`config.mk`:
```
export PLATFORM = sky130hd
export DESIGN_NAME = pwm_demod
export DESIGN_NICKNAME = d
export VERILOG_FILES = /design/src/rtl/pwm_demod.sv
export SDC_FILE = /design/constraint.sdc
export NUM_CORES = 1
export LEC_CHECK = 0
export ABC_AREA = 0
export CAP_MARGIN = 20
export CORE_ASPECT_RATIO = 0.6
export CORE_MARGIN = 5
export CORE_UTILIZATION = 37
export DETAILED_ROUTE_END_ITERATION = 16
export RECOVER_POWER = 100
export SLEW_MARGIN = 10
export SYNTH_ARGS = -nofsm -noshare
export SYNTH_HDL_FRONTEND = slang
export SYNTH_SLANG_ARGS = --single-unit
export TNS_END_PERCENT = 1
```
`constraint.sdc`:
```
create_clock -name clk -period 4.6 [get_ports clk]
set_clock_uncertainty 0.2 [all_clocks]
set_input_delay 0.92 -clock clk [delete_from_list [all_inputs] [get_ports clk]]
set_output_delay 0.92 -clock clk [all_outputs]
set_load 0.01 [all_outputs]
```
`src/rtl/pwm_demod.sv`:
```
`default_nettype none
// +------------------------------------------------------------------------+
// | pwm_demod: ICE PWM line receiver, pulse-width bit decode into RX FIFO. |
// | Optional glitch filter: define PWM_DEMOD_GLITCH_FILTER_EN.            |
// | Revision: 1.0                                                          |
// +------------------------------------------------------------------------+
module pwm_demod #(
  parameter int BITS_PER_DC = 22
) (
  input  logic                   clk,
  input  logic                   resetn,
  input  logic                   PWM_IN,
  input  logic [BITS_PER_DC-1:0] base_counter,
  input  logic                   rx_en,
  output logic [7:0]             fifo_dout,
  output logic                   fifo_WE,
  input  logic                   fifo_full,
  output logic                   frame_err,
  output logic                   ovf_err
);

  localparam int CNT_W = BITS_PER_DC + 5;
  localparam logic [CNT_W-1:0] CNT_ONE = {{(CNT_W-1){1'b0}}, 1'b1};
  localparam logic [CNT_W-1:0] CNT_MAX = {CNT_W{1'b1}};

  localparam logic [1:0] ST_IDLE  = 2'd0;
  localparam logic [1:0] ST_HIGH  = 2'd1;
  localparam logic [1:0] ST_LOW   = 2'd2;
  localparam logic [1:0] ST_STUCK = 2'd3;

  logic             sync1_q, sync2_q;
  logic             s, s_d_q;
  logic             rise, fall;
  logic             active;
  logic [CNT_W-1:0] bc_ext, thr, per, gap;
  logic             hi_timeout, lo_timeout;
  logic             new_bit;
  logic [7:0]       new_byte;

  logic [1:0]       state_q, state_d;
  logic [CNT_W-1:0] hcnt_q, hcnt_d;
  logic [CNT_W-1:0] lcnt_q, lcnt_d;
  logic [2:0]       bit_cnt_q, bit_cnt_d;
  logic [7:0]       shift_q, shift_d;
  logic [7:0]       fifo_dout_q, fifo_dout_d;
  logic             fifo_we_q, fifo_we_d;
  logic             frame_err_q, frame_err_d;
  logic             ovf_err_q, ovf_err_d;

  function automatic logic [CNT_W-1:0] sat_inc(input logic [CNT_W-1:0] v);
    sat_inc = (v == CNT_MAX) ? v : v + CNT_ONE;
  endfunction

  always_ff @(posedge clk or negedge resetn) begin
    if (!resetn) begin
      sync1_q <= 1'b0;
      sync2_q <= 1'b0;
    end else begin
      sync1_q <= PWM_IN;
      sync2_q <= sync1_q;
    end
  end

`ifdef PWM_DEMOD_GLITCH_FILTER_EN
  // The line only moves once three consecutive synchronized samples agree.
  logic flt1_q, flt2_q, filt_q, filt_d;

  always_comb begin
    filt_d = filt_q;
    if ((sync2_q == flt1_q) && (sync2_q == flt2_q)) filt_d = sync2_q;
  end

  always_ff @(posedge clk or negedge resetn) begin
    if (!resetn) begin
      flt1_q <= 1'b0;
      flt2_q <= 1'b0;
      filt_q <= 1'b0;
    end else begin
      flt1_q <= sync2_q;
      flt2_q <= flt1_q;
      filt_q <= filt_d;
    end
  end

  assign s = filt_d;
`else
  assign s = sync2_q;
`endif

  always_ff @(posedge clk or negedge resetn) begin
    if (!resetn) s_d_q <= 1'b0;
    else         s_d_q <= s;
  end

  assign rise = s & ~s_d_q;
  assign fall = ~s & s_d_q;

  assign active = rx_en && (base_counter != '0);
  assign bc_ext = {5'b0, base_counter};
  assign thr    = (bc_ext << 2) + bc_ext;
  assign per    = (bc_ext << 3) + (bc_ext << 1);
  assign gap    = per << 1;

  assign hi_timeout = (hcnt_q >= per);
  assign lo_timeout = (lcnt_q >= gap);
  assign new_bit    = (hcnt_q >= thr);
  assign new_byte   = {new_bit, shift_q[7:1]};

  always_ff @(posedge clk or negedge resetn) begin
    if (!resetn) state_q <= ST_IDLE;
    else         state_q <= state_d;
  end

  always_comb begin
    state_d = state_q;
    if (!active) begin
      state_d = ST_IDLE;
    end else begin
      case (state_q)
        ST_IDLE:  if (rise) state_d = ST_HIGH;
        ST_HIGH: begin
          if (fall)            state_d = ST_LOW;
          else if (hi_timeout) state_d = ST_STUCK;
        end
        ST_LOW: begin
          if (rise)            state_d = ST_HIGH;
          else if (lo_timeout) state_d = ST_IDLE;
        end
        ST_STUCK: if (fall) state_d = ST_IDLE;
        default:  state_d = ST_IDLE;
      endcase
    end
  end

  always_comb begin
    hcnt_d      = hcnt_q;
    lcnt_d      = lcnt_q;
    bit_cnt_d   = bit_cnt_q;
    shift_d     = shift_q;
    fifo_dout_d = fifo_dout_q;
    fifo_we_d   = 1'b0;
    frame_err_d = 1'b0;
    ovf_err_d   = 1'b0;
    if (!active) begin
      bit_cnt_d = 3'd0;
      shift_d   = 8'h00;
    end else begin
      case (state_q)
        ST_IDLE: begin
          bit_cnt_d = 3'd0;
          shift_d   = 8'h00;
          if (rise) hcnt_d = CNT_ONE;
        end
        ST_HIGH: begin
          if (fall) begin
            bit_cnt_d = bit_cnt_q + 3'd1;
            lcnt_d    = CNT_ONE;
            // Eighth bit: bit_cnt wraps and the byte leaves either way.
            if (bit_cnt_q == 3'd7) begin
              shift_d = 8'h00;
              if (!fifo_full) begin
                fifo_we_d   = 1'b1;
                fifo_dout_d = new_byte;
              end else begin
                ovf_err_d = 1'b1;
              end
            end else begin
              shift_d = new_byte;
            end
          end else if (hi_timeout) begin
            frame_err_d = 1'b1;
            bit_cnt_d   = 3'd0;
            shift_d     = 8'h00;
          end else begin
            hcnt_d = sat_inc(hcnt_q);
          end
        end
        ST_LOW: begin
          if (rise) begin
            hcnt_d = CNT_ONE;
          end else if (lo_timeout) begin
            frame_err_d = (bit_cnt_q != 3'd0);
            bit_cnt_d   = 3'd0;
            shift_d     = 8'h00;
          end else begin
            lcnt_d = sat_inc(lcnt_q);
          end
        end
        default: ;
      endcase
    end
  end

  always_ff @(posedge clk or negedge resetn) begin
    if (!resetn) begin
      hcnt_q      <= '0;
      lcnt_q      <= '0;
      bit_cnt_q   <= 3'd0;
      shift_q     <= 8'h00;
      fifo_dout_q <= 8'h00;
      fifo_we_q   <= 1'b0;
      frame_err_q <= 1'b0;
      ovf_err_q   <= 1'b0;
    end else begin
      hcnt_q      <= hcnt_d;
      lcnt_q      <= lcnt_d;
      bit_cnt_q   <= bit_cnt_d;
      shift_q     <= shift_d;
      fifo_dout_q <= fifo_dout_d;
      fifo_we_q   <= fifo_we_d;
      frame_err_q <= frame_err_d;
      ovf_err_q   <= ovf_err_d;
    end
  end

  assign fifo_dout = fifo_dout_q;
  assign fifo_WE   = fifo_we_q;
  assign frame_err = frame_err_q;
  assign ovf_err   = ovf_err_q;

endmodule
`default_nettype wire

```
# After elaboration in Yosys (flattened, before gate mapping)
# Index checks and enable logic that the tools add are counted.
# Widths: inputs -> output; s select.
dict set report op_classes {
  add_sub_neg 5
  multipliers 0
  n_div 0
  magnitude_cmp 3
  n_eq_ne 21
  shift 0
  muxes 47
  bitwise 5
  n_reduce_logical 12
}
# op count
set ops {}
lappend ops {{$mux 27} 8}
lappend ops {{$pmux 27 s2} 2}
lappend ops {{$add 27x1->27 const B} 2}
lappend ops {{$eq 27x27->1 const B} 2}
lappend ops {{$mux 8} 6}
lappend ops {{$ge 27x25->1} 1}
lappend ops {{$ge 27x26->1} 1}
lappend ops {{$ge 27x27->1} 1}
lappend ops {{$add 25x23->26} 1}
lappend ops {{$add 24x22->25} 1}
lappend ops {{$pmux 8 s3} 1}
lappend ops {{$reduce_bool 22->1} 1}
lappend ops {{$mux 1} 15}
lappend ops {{$mux 3} 5}
lappend ops {{$mux 2} 7}
lappend ops {{$ne 2x2->1 const B} 7}
lappend ops {{$ne 3x3->1 const B} 4}
lappend ops {{$reduce_and 6->1} 2}
lappend ops {{$pmux 3 s3} 1}
lappend ops {{$ne 4x4->1 const B} 2}
lappend ops {{$pmux 2 s4} 1}
lappend ops {{$reduce_and 4->1} 2}
lappend ops {{$reduce_and 5->1} 1}
lappend ops {{$eq 2x2->1 const B} 2}
lappend ops {{13 further kinds} 17}
dict set report word_totals {
  ff_bits 81
  latchBits 0
  ramBits 0
  romBits 0
  elab_cells 105
  memories 0
}

# Depth between registers and ports, before layout
dict set report logic_depth {
  ltp_word 6
  depth_mapped 25
  mapped_depth_nobuf 23
}

# Worst setup path after synthesis
# Ideal clock, no wire load.
dict set report synth_timing {
  path_type {input to register}
  from {input port base_counter[5]}
  to {register bit_cnt_q[0]}
  t_arrival_ns 5.168
  setup_slack_ns -0.893
  path_stages 21
  path_buffers 1
  cell_sequence {ha_1 -> a21o_1 -> a211o_1 -> o21ai_1 -> and3_1 -> o21bai_1 -> a21oi_1 -> xor2_1 -> ha_1 -> a21o_1 -> a211o_1 -> a31oi_1 -> o21ai_0 -> a41oi_1 -> o21ai_0 -> a41oi_1 -> o211a_1 -> a211oi_2 -> nor3b_1 -> buf_6 -> mux2_4}
}
dict set report synth_via {
  elab_chain_len 4
}
# item line
set synth_rtl {}
lappend synth_rtl {{from (decl)} 13} ;# input logic [BITS_PER_DC-1:0] base_counter,
lappend synth_rtl {{$add 25x23->26 / $reduce_bool 22->1 (equally long branches)} {101, 98}}
lappend synth_rtl {{$ge 27x26->1, or another cell as far along} 104} ;# assign hi_timeout = (hcnt_q >= per);
lappend synth_rtl {{$ne 4x4->1 (no source line), or another cell as far along} n/a}
lappend synth_rtl {{$reduce_and 4->1 (no source line)} n/a}
lappend synth_rtl {{to (signal assigned)} 207} ;# bit_cnt_q <= bit_cnt_d;
lappend synth_rtl {{to (decl)} 43} ;# logic [2:0] bit_cnt_q, bit_cnt_d;
# Parallel ways exist; a longest one is shown, timed or not.
# A chain may end at the register's enable or synchronous reset.

# Final worst setup path
dict set report layout_timing {
  from {input port base_counter[14]}
  to {register bit_cnt_q[2]}
}
# Same word-level chain as after synthesis.

==> results.yml <==
yosys:
  synth_compound_area_frac: 0.245
  synth_top_area_cell: "dfrtp_1"
  ys_ff_latch: 80
  syn_inst: 865
  yosys.area_share.adder: 0.154
  synth.distinct_cells: 69
  synthArstFlopShare: 1.00
  synth_simple_gate_area_frac: 0.220
  syn-num-nets: 978
  ys.flop_type: "dfrtp_1"
  muxShareOfSynthArea: 0.0314
  synth_xor_area_frac: 0.0307
  synth_top_family_by_area: "compound AO/OA/AOI/OAI gates"
  syn_avg_cell_area_sq_um: 8.29
  synth_seq_area_share: 0.279
  synthTopCellsByArea: "dfrtp_1 (28%), ha_1 (15%), o21ai_0 (6.1%), nand2_1 (4.2%), nor2_1 (3.5%)"
  synth_edf_count: 0
  synth_warnings: 0
  synth_top_area_frac: 0.279
  syn_area_sq_um: 7170
critical_path:
  slowest_stage: "clkdlybuf4s50_1"
  regToRegSetupSlack_ns: 0.89
  critPathKind: "in2reg"
  crit_arrival_ns: 5.27
  cp-startpoint: "base_counter[14]"
  critical_path.cell_chain: "clkdlybuf4s50_1 -> ha_1 -> a21oi_1 -> o21ai_1 -> nor2_2 -> xor2_2 -> ha_1 -> a21o_1 -> a21o_1 -> a211o_1 -> a31oi_1 -> o21ai_1 -> a41oi_2 -> nand3_1 -> a41oi_2 -> o211a_1 -> a211oi_2 -> nor3b_2 -> buf_6 -> mux2i_1"
  worstPathMaxFanout: 8
  rr_startpoint: "hcnt_q[4]"
  cp_top_family: "compound AO/OA/AOI/OAI gates"
  cp_num_buf_inv: 2
  cp-start-kind: "primary input"
  slowest_delay_ns: 0.43
  end_kind: "flip-flop"
  required_ns: 4.67
detailed_routing:
  ant_nets: 0
  routed_via_density: 5.71
  drt_wl_total_mm: 22.9
  drtPass1Iterations: 5
  drtIter0Drc: 515
  vias: 7428
  route.detailed.drc: 0
  drt-wirelength-per-cell_microns: 17.6
global_routing:
  antenna_found_initial: 0
  grt_overflow_total: 0
  grt_pass1_vias: 6898
  grt_usage: 0.201
  grt_pass1_wl_mm: 36.5
  grt_max_degree: 56
timing:
  slew_viol_final: 56
  worst_pin_slew_ns: 3.19
  fin_ws_ns: -0.604
  finalHoldViolCount: 0
  max_freq_mhz: 192
  layout_min_cycle_time_ns: 5.20
  rsz0062_at_grt: "yes"
  fin_tns_setup_ns: -28.19
  fin_hold_ws_ns: 0.176
  period_share: 1.13
  setup_viol: 68
  max_slew_margin: -1.13
floorplan:
  core_area_sq_um: 19000
  die-area_sq_um: 22400
  num_rows: 39
  start_util: 0.377
  die_w_microns: 190
  die_y_microns: 118
  io_pins: 38
final_layout:
  finalNetCount: 1164
  areaGrowthSynthToFinish_pct: 38.3
  layout_common_cells: "buf_4 (150), dfrtp_1 (80), nand2_1 (75)"
  antenna_cells: 0
  fillers: 1781
  final_common_cell: "buf_4"
  drive_gt1_frac: 0.288
outcome:
  status: "finished with violations"
  violations: "capacitance limit, slew limit, setup timing"
place:
  gp_congestion: 0.903
  dp_slack_ns: -1.62
  port_buffers: 37
  dp_hpwl_mm: 17.5
clock_tree:
  clockBufferDepth: 2
  cts_sinks: 80
  cts_made_buffers: 9
  clkTransAtPathRegs_ns: 0.07
  cts.root.buffer_cell: "clkbuf_16"
  cts_htree_levels: 3
  cts_tree: "done"
  clk_latency_ns: 0.35
flow_run:
  maxCapViolCount: 1
power_and_ir_drop:
  leakage_nw: 4.51
  p_per_area_nw_per_um2: 275
  peakVddDrop_uv: 193
hold_path:
  min_from: "sync1_q"
  worstHoldPathType: "reg2reg"
-- final cells by class --
type,instances,area (sq um),share of cell area
clock buffers,10,239,0.0241
clock inverters,5,65.1,0.00656
inverters,43,161,0.0163
multi-input cells,712,5460,0.550
flip-flops and latches,80,2000,0.202
well taps,246,308,0.0310
repair buffers,205,1680,0.170
-- Yosys cell counts, types with 5 or more instances --
master	count
o21ai_0	88
ha_1	85
dfrtp_1	80
nand2_1	80
nor2_1	67
a21oi_1	46
inv_1	43
nand3_1	34
nand4_1	27
and3_1	25
clkbuf_1	23
a31oi_1	16
o211ai_1	15
a21o_1	14
nor3_1	13
or3_1	13
mux2i_1	12
or4_1	12
xnor2_1	12
nand2b_1	10
xor2_1	10
mux2_2	8
nor4_1	7
o31ai_1	7
a211o_1	6
a211oi_1	6
buf_2	6
nor2b_1	6
a41oi_1	5
and2_1	5
o21ai_1	5
or2_2	5
-- worst register-to-register path, delay by kind of cell (launching register included) --
family,cells,cell delay [ns]
AOI/OAI and AO/OA,6,1.41
DFF,1,0.60
muxes,1,0.22
and+or+nand+nor,5,0.69
buffers and inverters,1,0.20
adders and majority gates,1,0.32
-- cells by family (layout without fill, tap and decap cells) --
group	after synthesis	count (layout)
AO/OA/AOI/OAI	266	266
XOR/XNOR	23	23
adder cells (fa/ha/maj)	88	88
buffers and inverters	73	263
flip-flops	80	80
multiplexers	21	21
AND/OR/NAND/NOR	314	314
-- final timing paths --
path                       cells past startpoint      endpoint
setup / recovery                              20  bit_cnt_q[2]
hold / removal                                 0             s
setup reg to reg                              14  bit_cnt_q[2]
hold reg to reg                                0             s
max in group asynchronous                      2    shift_q[3]
min in group asynchronous                      1    hcnt_q[24]
-- layer usage --
metal	share of wire	vias up	routed length, microns	track usage
met5	0	-	0	0
met4	0.0076	0	174	0.0307
met3	0.082	15	1870	0.0486
met2	0.39	236	8910	0.264
met1	0.52	3536	11900	0.328
li1	-	3641	-	-
-- state kept, by name (all words and copies together) (netlist names) --
name,cells
s,1
frame_err,1
state_q,2
bit_cnt_q,3
shift_q,7
hcnt_q,27
fifo_dout,8
fifo_WE,1
ovf_err,1
lcnt_q,27
s_d_q,1
sync1_q,1
-- stage by stage --
step | util | power, mW | area, sq um | cells
after CTS | 0.508 | 2.67 | 9680 | 1297
after global placement | 0.474 | 1.84 | 9020 | 1272
after floorplan | - | 1.40 | 7280 | 865
after global routing | 0.521 | 2.89 | 9920 | 1301
after detailed placement | 0.474 | 1.84 | 9020 | 1272
final | 0.521 | 2.72 | 9920 | 1301
-- power by group --
part	internal, mW	switching, mW	leakage, nW
registers	0.727	0.0316	1.10
logic	0.539	0.671	3.26
clock network	0.438	0.316	0.150
-- timing repair --
action / 4_1_cts / 5_1_grt
pin swaps: 44 / 53
setup buffers: 11 / 3
hold buffers: 0 / 0
endpoints found under the setup margin: 68 / 68
resized for setup: 113 / 65
gates cloned: 0 / 0
No activity file was read; power rests on OpenSTA's default activity.
